$ cat src/rtl/ms_pkg.sv
// Shared types, default widths and the saturating-increment helper for the
// multi-slope result capture block.
package ms_pkg;

    localparam int unsigned PWM_W = 32;
    localparam int unsigned RD_W  = 12;
    localparam int unsigned SL_W  = 8;

    typedef enum logic [1:0] {
        StIdle,
        StInteg,
        StRundown,
        StPublish
    } ms_state_e;

    function automatic logic [63:0] all_ones(input int unsigned w);
        return (64'd1 << w) - 64'd1;
    endfunction

    // Callers zero-extend to 64 bits and truncate the result back to their width.
    function automatic logic [63:0] sat_inc(input logic [63:0] val, input int unsigned w,
                                            input logic en);
        return (en && (val != all_ones(w))) ? val + 64'd1 : val;
    endfunction

    function automatic logic sat_hit(input logic [63:0] val, input int unsigned w,
                                     input logic en);
        return en && (val == all_ones(w));
    endfunction

endpackage

$ cat src/rtl/ms_result_capture_if.sv
// Event inputs, SPI chip select and published result bus of ms_result_capture.
interface ms_result_capture_if #(
    parameter int unsigned PWM_W = ms_pkg::PWM_W,
    parameter int unsigned RD_W  = ms_pkg::RD_W,
    parameter int unsigned SL_W  = ms_pkg::SL_W
);
    logic             conv_start;
    logic             conv_abort;
    logic             pwm_na;
    logic             pwm_nb;
    logic             pwm_pa;
    logic             pwm_pb;
    logic             rundown_start;
    logic             step_n64;
    logic             step_p8;
    logic             step_n1;
    logic             comp_zero;
    logic             cs;
    logic [PWM_W-1:0] stpwmNA;
    logic [PWM_W-1:0] stpwmNB;
    logic [PWM_W-1:0] stpwmPA;
    logic [PWM_W-1:0] stpwmPB;
    logic [RD_W-1:0]  strundown;
    logic [SL_W-1:0]  stN64;
    logic [SL_W-1:0]  stP8;
    logic [SL_W-1:0]  stN1;
    logic             result_valid;
    logic             busy;
    logic             overrun;
    logic             sat;

    modport master (
        output conv_start, conv_abort, pwm_na, pwm_nb, pwm_pa, pwm_pb, rundown_start,
               step_n64, step_p8, step_n1, comp_zero, cs,
        input  stpwmNA, stpwmNB, stpwmPA, stpwmPB, strundown, stN64, stP8, stN1,
               result_valid, busy, overrun, sat
    );

    modport slave (
        input  conv_start, conv_abort, pwm_na, pwm_nb, pwm_pa, pwm_pb, rundown_start,
               step_n64, step_p8, step_n1, comp_zero, cs,
        output stpwmNA, stpwmNB, stpwmPA, stpwmPB, strundown, stN64, stP8, stN1,
               result_valid, busy, overrun, sat
    );

endinterface

$ cat src/rtl/ms_sync.sv
// N-stage flop synchroniser with a configurable reset level.
module ms_sync #(
    parameter int unsigned Stages   = 2,
    parameter logic        ResetVal = 1'b0
) (
    input  logic clk,
    input  logic rst_n,
    input  logic d_i,
    output logic q_o
);

    logic [Stages-1:0] sync_q, sync_d;

    // Truncating cast drops the oldest stage; also valid for a single stage.
    always_comb sync_d = Stages'({sync_q, d_i});

    always_ff @(posedge clk or negedge rst_n) begin
        if (!rst_n) begin
            sync_q <= {Stages{ResetVal}};
        end else begin
            sync_q <= sync_d;
        end
    end

    assign q_o = sync_q[Stages-1];

endmodule

$ cat src/rtl/ms_result_capture.sv
// Counts multi-slope modulator events over one conversion and publishes a coherent
// snapshot, holding publication off while the SPI host is reading.
module ms_result_capture #(
    parameter int unsigned PWM_W       = ms_pkg::PWM_W,
    parameter int unsigned RD_W        = ms_pkg::RD_W,
    parameter int unsigned SL_W        = ms_pkg::SL_W,
    parameter int unsigned SYNC_STAGES = 2
) (
    input logic                clk,
    input logic                rst_n,
    ms_result_capture_if.slave bus
);
    import ms_pkg::*;

    ms_state_e        state_q, state_d;
    logic [PWM_W-1:0] pwm_q[4], pwm_d[4];
    logic [RD_W-1:0]  rd_q, rd_d;
    logic [SL_W-1:0]  sl_q[3], sl_d[3];
    logic             wsat_q, wsat_d;
    logic [PWM_W-1:0] st_pwm_q[4], st_pwm_d[4];
    logic [RD_W-1:0]  st_rd_q, st_rd_d;
    logic [SL_W-1:0]  st_sl_q[3], st_sl_d[3];
    logic             st_sat_q, st_sat_d;
    logic             overrun_q, overrun_d;
    logic             result_valid_q, result_valid_d;
    logic             cs_s, rd_busy;
    logic [3:0]       pwm_ev;
    logic [2:0]       sl_ev;

    ms_sync #(
        .Stages  (SYNC_STAGES),
        .ResetVal(1'b1)
    ) u_cs_sync (
        .clk  (clk),
        .rst_n(rst_n),
        .d_i  (bus.cs),
        .q_o  (cs_s)
    );

    assign rd_busy = !cs_s;
    assign pwm_ev  = {bus.pwm_pb, bus.pwm_pa, bus.pwm_nb, bus.pwm_na};
    assign sl_ev   = {bus.step_n1, bus.step_p8, bus.step_n64};

    always_comb begin
        state_d        = state_q;
        pwm_d          = pwm_q;
        rd_d           = rd_q;
        sl_d           = sl_q;
        wsat_d         = wsat_q;
        st_pwm_d       = st_pwm_q;
        st_rd_d        = st_rd_q;
        st_sl_d        = st_sl_q;
        st_sat_d       = st_sat_q;
        overrun_d      = overrun_q;
        result_valid_d = 1'b0;
        // Abort beats every other event; working counters are simply left stale.
        if (bus.conv_abort && (state_q != StIdle)) begin
            state_d = StIdle;
        end else begin
            unique case (state_q)
                StIdle: begin
                    if (bus.conv_start) begin
                        pwm_d     = '{default: '0};
                        rd_d      = '0;
                        sl_d      = '{default: '0};
                        wsat_d    = 1'b0;
                        overrun_d = 1'b0;
                        state_d   = StInteg;
                    end
                end
                StInteg: begin
                    for (int i = 0; i < 4; i++) begin
                        pwm_d[i] = PWM_W'(sat_inc(64'(pwm_q[i]), PWM_W, pwm_ev[i]));
                        if (sat_hit(64'(pwm_q[i]), PWM_W, pwm_ev[i])) wsat_d = 1'b1;
                    end
                    if (bus.rundown_start) state_d = StRundown;
                end
                StRundown: begin
                    for (int i = 0; i < 3; i++) begin
                        sl_d[i] = SL_W'(sat_inc(64'(sl_q[i]), SL_W, sl_ev[i]));
                        if (sat_hit(64'(sl_q[i]), SL_W, sl_ev[i])) wsat_d = 1'b1;
                    end
                    rd_d = RD_W'(sat_inc(64'(rd_q), RD_W, !bus.comp_zero));
                    if (sat_hit(64'(rd_q), RD_W, !bus.comp_zero)) wsat_d = 1'b1;
                    if (bus.comp_zero) state_d = StPublish;
                end
                StPublish: begin
                    if (bus.conv_start) overrun_d = 1'b1;
                    if (!rd_busy) begin
                        st_pwm_d       = pwm_q;
                        st_rd_d        = rd_q;
                        st_sl_d        = sl_q;
                        st_sat_d       = wsat_q;
                        result_valid_d = 1'b1;
                        state_d        = StIdle;
                    end
                end
                default: state_d = StIdle;
            endcase
        end
    end

    always_ff @(posedge clk or negedge rst_n) begin
        if (!rst_n) begin
            state_q        <= StIdle;
            pwm_q          <= '{default: '0};
            rd_q           <= '0;
            sl_q           <= '{default: '0};
            wsat_q         <= 1'b0;
            st_pwm_q       <= '{default: '0};
            st_rd_q        <= '0;
            st_sl_q        <= '{default: '0};
            st_sat_q       <= 1'b0;
            overrun_q      <= 1'b0;
            result_valid_q <= 1'b0;
        end else begin
            state_q        <= state_d;
            pwm_q          <= pwm_d;
            rd_q           <= rd_d;
            sl_q           <= sl_d;
            wsat_q         <= wsat_d;
            st_pwm_q       <= st_pwm_d;
            st_rd_q        <= st_rd_d;
            st_sl_q        <= st_sl_d;
            st_sat_q       <= st_sat_d;
            overrun_q      <= overrun_d;
            result_valid_q <= result_valid_d;
        end
    end

    assign bus.stpwmNA      = st_pwm_q[0];
    assign bus.stpwmNB      = st_pwm_q[1];
    assign bus.stpwmPA      = st_pwm_q[2];
    assign bus.stpwmPB      = st_pwm_q[3];
    assign bus.strundown    = st_rd_q;
    assign bus.stN64        = st_sl_q[0];
    assign bus.stP8         = st_sl_q[1];
    assign bus.stN1         = st_sl_q[2];
    assign bus.sat          = st_sat_q;
    assign bus.overrun      = overrun_q;
    assign bus.result_valid = result_valid_q;
    assign bus.busy         = (state_q != StIdle);

endmodule

$ cat src/flat_wrapper.sv
// flat-port wrapper written by rule: the top's interface ports become plain ports
module ms_result_capture_flat import ms_pkg::*;
#(
    parameter int unsigned PWM_W       = ms_pkg::PWM_W,
    parameter int unsigned RD_W        = ms_pkg::RD_W,
    parameter int unsigned SL_W        = ms_pkg::SL_W,
    parameter int unsigned SYNC_STAGES = 2
)
  (clk, rst_n, bus_conv_start, bus_conv_abort, bus_pwm_na, bus_pwm_nb, bus_pwm_pa, bus_pwm_pb, bus_rundown_start, bus_step_n64, bus_step_p8, bus_step_n1, bus_comp_zero, bus_cs, bus_stpwmNA, bus_stpwmNB, bus_stpwmPA, bus_stpwmPB, bus_strundown, bus_stN64, bus_stP8, bus_stN1, bus_result_valid, bus_busy, bus_overrun, bus_sat);
  ms_result_capture_if #(.PWM_W(PWM_W), .RD_W(RD_W), .SL_W(SL_W)) bus_i ();
  input logic clk;
  input logic rst_n;
  input wire logic [$bits(bus_i.conv_start)-1:0] bus_conv_start;
  input wire logic [$bits(bus_i.conv_abort)-1:0] bus_conv_abort;
  input wire logic [$bits(bus_i.pwm_na)-1:0] bus_pwm_na;
  input wire logic [$bits(bus_i.pwm_nb)-1:0] bus_pwm_nb;
  input wire logic [$bits(bus_i.pwm_pa)-1:0] bus_pwm_pa;
  input wire logic [$bits(bus_i.pwm_pb)-1:0] bus_pwm_pb;
  input wire logic [$bits(bus_i.rundown_start)-1:0] bus_rundown_start;
  input wire logic [$bits(bus_i.step_n64)-1:0] bus_step_n64;
  input wire logic [$bits(bus_i.step_p8)-1:0] bus_step_p8;
  input wire logic [$bits(bus_i.step_n1)-1:0] bus_step_n1;
  input wire logic [$bits(bus_i.comp_zero)-1:0] bus_comp_zero;
  input wire logic [$bits(bus_i.cs)-1:0] bus_cs;
  output wire logic [$bits(bus_i.stpwmNA)-1:0] bus_stpwmNA;
  output wire logic [$bits(bus_i.stpwmNB)-1:0] bus_stpwmNB;
  output wire logic [$bits(bus_i.stpwmPA)-1:0] bus_stpwmPA;
  output wire logic [$bits(bus_i.stpwmPB)-1:0] bus_stpwmPB;
  output wire logic [$bits(bus_i.strundown)-1:0] bus_strundown;
  output wire logic [$bits(bus_i.stN64)-1:0] bus_stN64;
  output wire logic [$bits(bus_i.stP8)-1:0] bus_stP8;
  output wire logic [$bits(bus_i.stN1)-1:0] bus_stN1;
  output wire logic [$bits(bus_i.result_valid)-1:0] bus_result_valid;
  output wire logic [$bits(bus_i.busy)-1:0] bus_busy;
  output wire logic [$bits(bus_i.overrun)-1:0] bus_overrun;
  output wire logic [$bits(bus_i.sat)-1:0] bus_sat;
  assign bus_i.conv_start = bus_conv_start;
  assign bus_i.conv_abort = bus_conv_abort;
  assign bus_i.pwm_na = bus_pwm_na;
  assign bus_i.pwm_nb = bus_pwm_nb;
  assign bus_i.pwm_pa = bus_pwm_pa;
  assign bus_i.pwm_pb = bus_pwm_pb;
  assign bus_i.rundown_start = bus_rundown_start;
  assign bus_i.step_n64 = bus_step_n64;
  assign bus_i.step_p8 = bus_step_p8;
  assign bus_i.step_n1 = bus_step_n1;
  assign bus_i.comp_zero = bus_comp_zero;
  assign bus_i.cs = bus_cs;
  assign bus_stpwmNA = bus_i.stpwmNA;
  assign bus_stpwmNB = bus_i.stpwmNB;
  assign bus_stpwmPA = bus_i.stpwmPA;
  assign bus_stpwmPB = bus_i.stpwmPB;
  assign bus_strundown = bus_i.strundown;
  assign bus_stN64 = bus_i.stN64;
  assign bus_stP8 = bus_i.stP8;
  assign bus_stN1 = bus_i.stN1;
  assign bus_result_valid = bus_i.result_valid;
  assign bus_busy = bus_i.busy;
  assign bus_overrun = bus_i.overrun;
  assign bus_sat = bus_i.sat;
  ms_result_capture #(.PWM_W(PWM_W), .RD_W(RD_W), .SL_W(SL_W), .SYNC_STAGES(SYNC_STAGES)) u_core (.clk(clk), .rst_n(rst_n), .bus(bus_i));
endmodule
$ cat config.mk
export PLATFORM = sky130hd
export DESIGN_NAME = ms_result_capture_flat
export DESIGN_NICKNAME = d
export VERILOG_FILES = /design/src/rtl/ms_pkg.sv /design/src/rtl/ms_result_capture_if.sv /design/src/rtl/ms_sync.sv /design/src/rtl/ms_result_capture.sv /design/src/flat_wrapper.sv
export SDC_FILE = /design/constraint.sdc
export NUM_CORES = 1
export LEC_CHECK = 0
export CORE_UTILIZATION = 30
export CTS_BUF_LIST = sky130_fd_sc_hd__clkbuf_8
export DETAILED_ROUTE_END_ITERATION = 6
export DONT_BUFFER_PORTS = 1
export PLACE_DENSITY = 0.49
export SLEW_MARGIN = 20
export SYNTH_ARGS = -nofsm -noshare
export SYNTH_HDL_FRONTEND = slang
export SYNTH_SLANG_ARGS = --single-unit
$ cat constraint.sdc
create_clock -name clk -period 3.35 [get_ports clk]
set_input_delay 0.67 -clock clk [delete_from_list [all_inputs] [get_ports clk]]
set_output_delay 0.67 -clock clk [all_outputs]
set_load 0.05 [all_outputs]
==> results of run 1 <==
## worst max-delay path by stage
stage                                 start                     end  depth (start not counted)
after global routing      u_core.state_q[0]        u_core.pwm_q[25]                          8
after detailed placement  u_core.state_q[0]         u_core.pwm_q[7]                          9
after global placement     u_core.pwm_q[49]           u_core.wsat_q                          6
after floorplan           u_core.state_q[0]  u_core.bus.stpwmPA[25]                          8
after CTS                 u_core.state_q[0]         u_core.pwm_q[7]                          9
final                     u_core.state_q[0]         u_core.pwm_q[7]                          9
## logic make-up (layout without fill, tap and decap cells)
| kind of cell | count (synthesis) | in the layout | synth area share, % |
|---|---|---|---|
| buf+inv | 85 | 154 | 2.714 |
| other cells | 0 | 1 | 0 |
| simple gates | 479 | 479 | 16.15 |
| xor+xnor | 130 | 130 | 7.351 |
| fa+ha+maj | 12 | 12 | 0.9693 |
| compound gates | 121 | 121 | 6.260 |
| mux | 169 | 169 | 12.26 |
| flops | 336 | 336 | 54.30 |
## power by group through the flow
stage / Combinational (µW) / Clock (µW) / Sequential (µW)
floorplan: 1160 / 0 / 4920
global placement: 1540 / 0 / 5020
global route: 1700 / 5030 / 4970
CTS: 1560 / 4850 / 4950
finish: 1530 / 4660 / 4940
detailed placement: 1560 / 0 / 5020
## cell type report
cell class	count	area share [%]
multi-input combinational	911	37.76
antenna	1	0.01414
clock inverter	31	2.228
tap	672	4.752
timing repair buffer	22	1.160
inverter	23	0.4879
clock buffer	78	6.067
sequential	336	47.54
## synth_stat cells, drive strengths merged, types with 3 or more instances
cell,instances,area [µm²]
mux2i,3,30.03
nand3,64,337.8
and4,7,61.31
a31oi,4,67.56
o31ai,3,22.52
inv,23,86.33
buf,43,252.7
and3,24,151.4
xnor2,35,306.5
o21a,5,37.54
nand2,74,277.8
nor2,167,634.4
o2111ai,17,148.9
o211ai,16,158.9
dfrtp,334,8358
nor4,19,205.2
nand4,60,394.1
or4,3,26.27
mux2,166,1869
ha,12,150.1
a21oi,22,121.4
o21ai,32,171.4
a211oi,7,77.57
or3,13,81.33
nor3,22,136.4
and2,14,88.84
nor3b,6,61.31
xor2,95,832.1
o41ai,3,26.28
clkbuf,19,81.32
## per-layer routing
| metal | global-route usage (%) | wire [µm] |
|---|---|---|
| met5 | 0 | 0 |
| met4 | 4.729 | 937 |
| met3 | 4.507 | 2387 |
| met2 | 22.32 | 17410 |
| met1 | 19.67 | 17210 |
## state kept, by name, indices dropped and copies added (netlist names)
| register | count |
|---|---|
| u_core.wsat_q | 1 |
| u_core.bus.stpwmPA | 32 |
| u_core.bus.stN1 | 8 |
| u_core.sl_q | 24 |
| u_core.bus.result_valid | 1 |
| u_core.bus.stpwmNA | 32 |
| u_core.bus.sat | 1 |
| u_core.bus.strundown | 12 |
| u_core.bus.stpwmPB | 32 |
| u_core.bus.stP8 | 8 |
| u_core.bus.overrun | 1 |
| u_core.rd_q | 12 |
| u_core.state_q | 2 |
| u_core.u_cs_sync.sync_q | 2 |
| u_core.bus.stN64 | 8 |
| u_core.pwm_q | 128 |
| u_core.bus.stpwmNB | 32 |
## metrics by stage
step	area (µm²)	utilization (%)	setup slack, ns	instances	total power [µW]
global placement	16210	32.04	0.4279	1963	6554
floorplan	15490	-	1.030	1332	6082
global route	17690	34.98	0.2239	2074	11700
CTS	17690	34.98	0.3802	2073	11350
finish	17690	34.98	0.4548	2074	11120
detailed placement	16210	32.05	0.3876	1963	6578
==> metrics.cfg, run 1 <==
[detailed_routing]
wl_per_cell_um=18.30
drt_iter0_markers=538
ant_nets=0
detail_route.wirelength_um=37950
vias_per_cell=4.891
drc_errors=0
first_pass_iters=5
vias=10140

[sta]
max_freq_ghz=0.3454
worstMarginPinSlew_ns=0.9382
finalSetupViolations=0
final.period_utilization_pct=86.42
hold_viol_final=335
maxSlewViolCount=0
period_minus_slack_ns=2.895
setup_tns_ns=0
holdWs_ns=-0.2713
max_slew_margin_pct=37.46
fin_skew_ns=0.02092
rsz0062_at_grt=no

[setup_path]
path_buf_inv=2
crit_path_end_kind=register
r2r_end=u_core.pwm_q[7]
slowest_stage=a31oi_2
crit_path_max_fanout=12
critPathTopFamily=simple AND/OR/NAND/NOR gates
path_cells=inv_1, ha_1, and2_1, o21ai_1, a31oi_2, buf_4, nor3b_1, xnor2_1, nor2_1
cp.arrival_ns=3.42
timing.rr.start=u_core.state_q[0]
rr_worst_depth=9
cpPeakStageDelay_ns=0.58
worst-r2r-setup-slack_ns=0.45
cp.required_ns=3.87
critical_path_class=reg -> reg
start_kind=register

[clocking]
root_buffer=clkbuf_8
cts_made_buffers=60
post_cts_buffers=0
cts_resized=0
htree_levels=2
clock-sinks=336
clockBufferDepth=3
cts_tree=done
hold_buffers=1
clock_latency_ns=0.64
path_clk_slew_ns=0.06

[cells_and_area]
nets=1380
layout_common_cells=334 x dfrtp_1, 165 x mux2_2, 164 x nor2_1
area_growth_pct=14.22
layout_commonest_cell=dfrtp_1
ff_latch_area_um2=8411
multi_input_area_um2=6680
fillers=4977
drive_gt1_share_pct=24.34

[synth]
synth-seq-cells=336
yosys_warnings=0
netlist_area_um2=15490
postSynthNetCount=1358
ys_types=70
synth_edf_count=0
async_flop_share_pct=100.0
synth_cells=1332
syn_avg_cell_area_um2=11.63
synthFlopType=dfrtp_1
seq_area_frac_synth_pct=54.30

[place]
dp_hpwl_um=24970
numPortBuffers=0
place_congestion=0.7934

[grt]
antenna_found_initial=1
track_usage_pct=14.63
grt_pass1_vias=10230
grt_max_degree=337
grt_overflow=0
grt_pass1_wl_um=61100

[power_and_ir_drop]
p_sw_uw=3493
cellPowerDensity_nw_per_um2=628.3
p_clk_share_pct=41.9
combPwrFrac_pct=13.7
switching_share_pct=31.42
seqPwrFrac_pct=44.4
p_int_uw=7624
ir_drop_mv=0.2451
p_leak_uw=0.008040

[status]
violations=hold timing
outcome=finished, violations left

[hold_path]
min_path_type=in -> async

[floorplan]
fp.dieArea_um2=52550
initial_core_util_pct=30.62
die_w_um=229.2
core_area_um2=50580
row_count=82
ios=182
fp.dieH_um=229.2

[flow_run]
maxCapViolCount=0

Power figures use the tool's default switching activity.
==> run 2, diff against run 1 <==
Settings changed: CTS_BUF_LIST sky130_fd_sc_hd__clkbuf_8 to sky130_fd_sc_hd__clkbuf_4 sky130_fd_sc_hd__clkbuf_8.
==> metrics.cfg, run 2 (synthesis results as in run 1) <==
[setup_path]
cp.arrival_ns=3.41  ; about the same
slowest_stage=a31oi_2
path_cells=inv_1, ha_1, and2_1, o21ai_1, a31oi_2, buf_4, nor3b_1, xnor2_1, nor2_1
path_buf_inv=2  ; unchanged
critPathTopFamily=simple AND/OR/NAND/NOR gates
cp.required_ns=3.87  ; about the same
start_kind=register
rr_worst_depth=9  ; unchanged
r2r_end=u_core.pwm_q[7]
crit_path_max_fanout=12  ; unchanged
worst-r2r-setup-slack_ns=0.46  ; about the same
critical_path_class=reg -> reg
crit_path_end_kind=register
timing.rr.start=u_core.state_q[0]
cpPeakStageDelay_ns=0.58  ; about the same

[detailed_routing]
drt_iter0_markers=527  ; -2.0%
vias=10170  ; +0.21%
wl_per_cell_um=18.28  ; about the same
drc_errors=0  ; unchanged
detail_route.wirelength_um=37920  ; about the same
vias_per_cell=4.901  ; +0.21%
first_pass_iters=5  ; unchanged
ant_nets=0  ; unchanged

[power_and_ir_drop]
p_int_uw=7747  ; +1.6%
combPwrFrac_pct=13.6  ; about the same
p_sw_uw=3491  ; about the same
total_power_uw=11240  ; +1.1%
ir_drop_mv=0.2451  ; about the same
seqPwrFrac_pct=43.9  ; -0.5 points
p_leak_uw=0.008032  ; about the same
cellPowerDensity_nw_per_um2=633.7  ; +0.86%
p_clk_share_pct=42.5  ; +0.6 points
switching_share_pct=31.07  ; -0.35 points

[clocking]
cts_resized=0  ; unchanged
root_buffer=clkbuf_8
clock-sinks=336  ; unchanged
hold_buffers=1  ; unchanged
htree_levels=2  ; unchanged
cts_tree=done
clockBufferDepth=3  ; unchanged
cts_made_buffers=60  ; unchanged
post_cts_buffers=0  ; unchanged
clock_latency_ns=0.64  ; about the same
path_clk_slew_ns=0.06  ; about the same

[floorplan]
row_count=82  ; unchanged
die_w_um=229.2  ; unchanged
initial_core_util_pct=30.62  ; unchanged
fp.dieH_um=229.2  ; unchanged
core_area_um2=50580  ; unchanged
fp.dieArea_um2=52550  ; unchanged
ios=182  ; unchanged

[cells_and_area]
layout_common_cells=334 x dfrtp_1, 165 x mux2_2, 164 x nor2_1
drive_gt1_share_pct=25.12  ; +0.79 points
largest-register=u_core.pwm_q
layout.cells.non_filler=2074  ; unchanged
largest_reg_flops=128  ; unchanged
nets=1380  ; unchanged
area_growth_pct=14.49
layout_commonest_cell=dfrtp_1

[sta]
rsz0062_at_grt=no
holdWs_ns=-0.2722  ; -0.0009090 ns
finalSetupViolations=0  ; unchanged
final.period_utilization_pct=86.18  ; -0.25 points
setup_tns_ns=0  ; unchanged
maxSlewViolCount=0  ; unchanged
max_freq_ghz=0.3464  ; +0.29%
fin_skew_ns=0.02038  ; -0.0005360 ns
period_minus_slack_ns=2.887  ; -0.008284 ns
max_slew_margin_pct=33.51  ; -3.9 points
hold_viol_final=335  ; unchanged
worstMarginPinSlew_ns=0.9973  ; +0.05914 ns

[place]
dp.cells=1963  ; unchanged
dp_hpwl_um=24970  ; unchanged
numPortBuffers=0  ; unchanged
place_congestion=0.7934  ; unchanged

[status]
violations=hold timing
outcome=finished, violations left

[grt]
grt_overflow=0  ; unchanged
track_usage_pct=14.60  ; -0.027 points
grt_max_degree=337  ; unchanged
grt_pass1_vias=10220  ; -0.059%
antenna_found_initial=1  ; unchanged
grt_pass1_wl_um=61020  ; -0.14%

[flow_run]
maxCapViolCount=0  ; unchanged

[hold_path]
min_path_type=in -> async

==> run 2: power by group through the flow <==
stage	Clock (µW)	Combinational [µW]	Sequential (µW)
4_1_cts	4970	1560	4950
6_report	4770	1530	4940
2_1_floorplan	0	1160	4920
5_1_grt	5150	1700	4970
3_5_place_dp	0	1560	5020
3_3_place_gp	0	1540	5020
==> run 2: worst register-to-register path: stages (launching register included) <==
cell     delay (ns)
dfrtp_1        0.41
inv_1          0.10
ha_1           0.23
and2_1         0.51
o21ai_1        0.18
a31oi_2        0.58
buf_4          0.28
nor3b_1        0.27
xnor2_1        0.16
nor2_1         0.06
==> run 2: final cells by class <==
type / instances / area [µm²]
fillers: 4966 / 32850
flip-flops and latches: 336 / 8411
multi-input cells: 911 / 6680
clock buffers: 89 / 1156
well taps: 672 / 840.8
clock inverters: 20 / 352.8
repair buffers: 22 / 205.2
inverters: 23 / 86.33
diodes: 1 / 2.502
==> run 2: metal layers <==
layer / vias to the layer above / part of all wire [%] / global-route usage [%]
met4: 0 / 2.5 / 4.729
met5: - / 0 / 0
li1: 4776 / - / -
met1: 5144 / 45 / 19.59
met3: 62 / 6.1 / 4.495
met2: 183 / 46 / 22.33
==> run 2: worst max-delay path by stage <==
| stage | end | from | cells after the start |
|---|---|---|---|
| 2_1_floorplan | u_core.bus.stpwmPA[25] | u_core.state_q[0] | 8 |
| 3_3_place_gp | u_core.wsat_q | u_core.pwm_q[49] | 6 |
| 3_5_place_dp | u_core.pwm_q[7] | u_core.state_q[0] | 9 |
| 4_1_cts | u_core.pwm_q[7] | u_core.state_q[0] | 9 |
| 5_1_grt | u_core.pwm_q[25] | u_core.state_q[0] | 8 |
| 6_report | u_core.pwm_q[7] | u_core.state_q[0] | 9 |
==> run 2: per-stage QoR <==
step / hold WS (ns) / util [%] / setup slack (ns) / cell area, µm²
final: -0.2722 / 35.06 / 0.4631 / 17730
after CTS: -0.3552 / 35.06 / 0.3792 / 17730
after floorplan: 0.3452 / - / 1.030 / 15490
after detailed placement: 0.3705 / 32.05 / 0.3876 / 16210
after global placement: 0.3707 / 32.04 / 0.4279 / 16210
after global routing: -0.3437 / 35.06 / 0.2235 / 17730
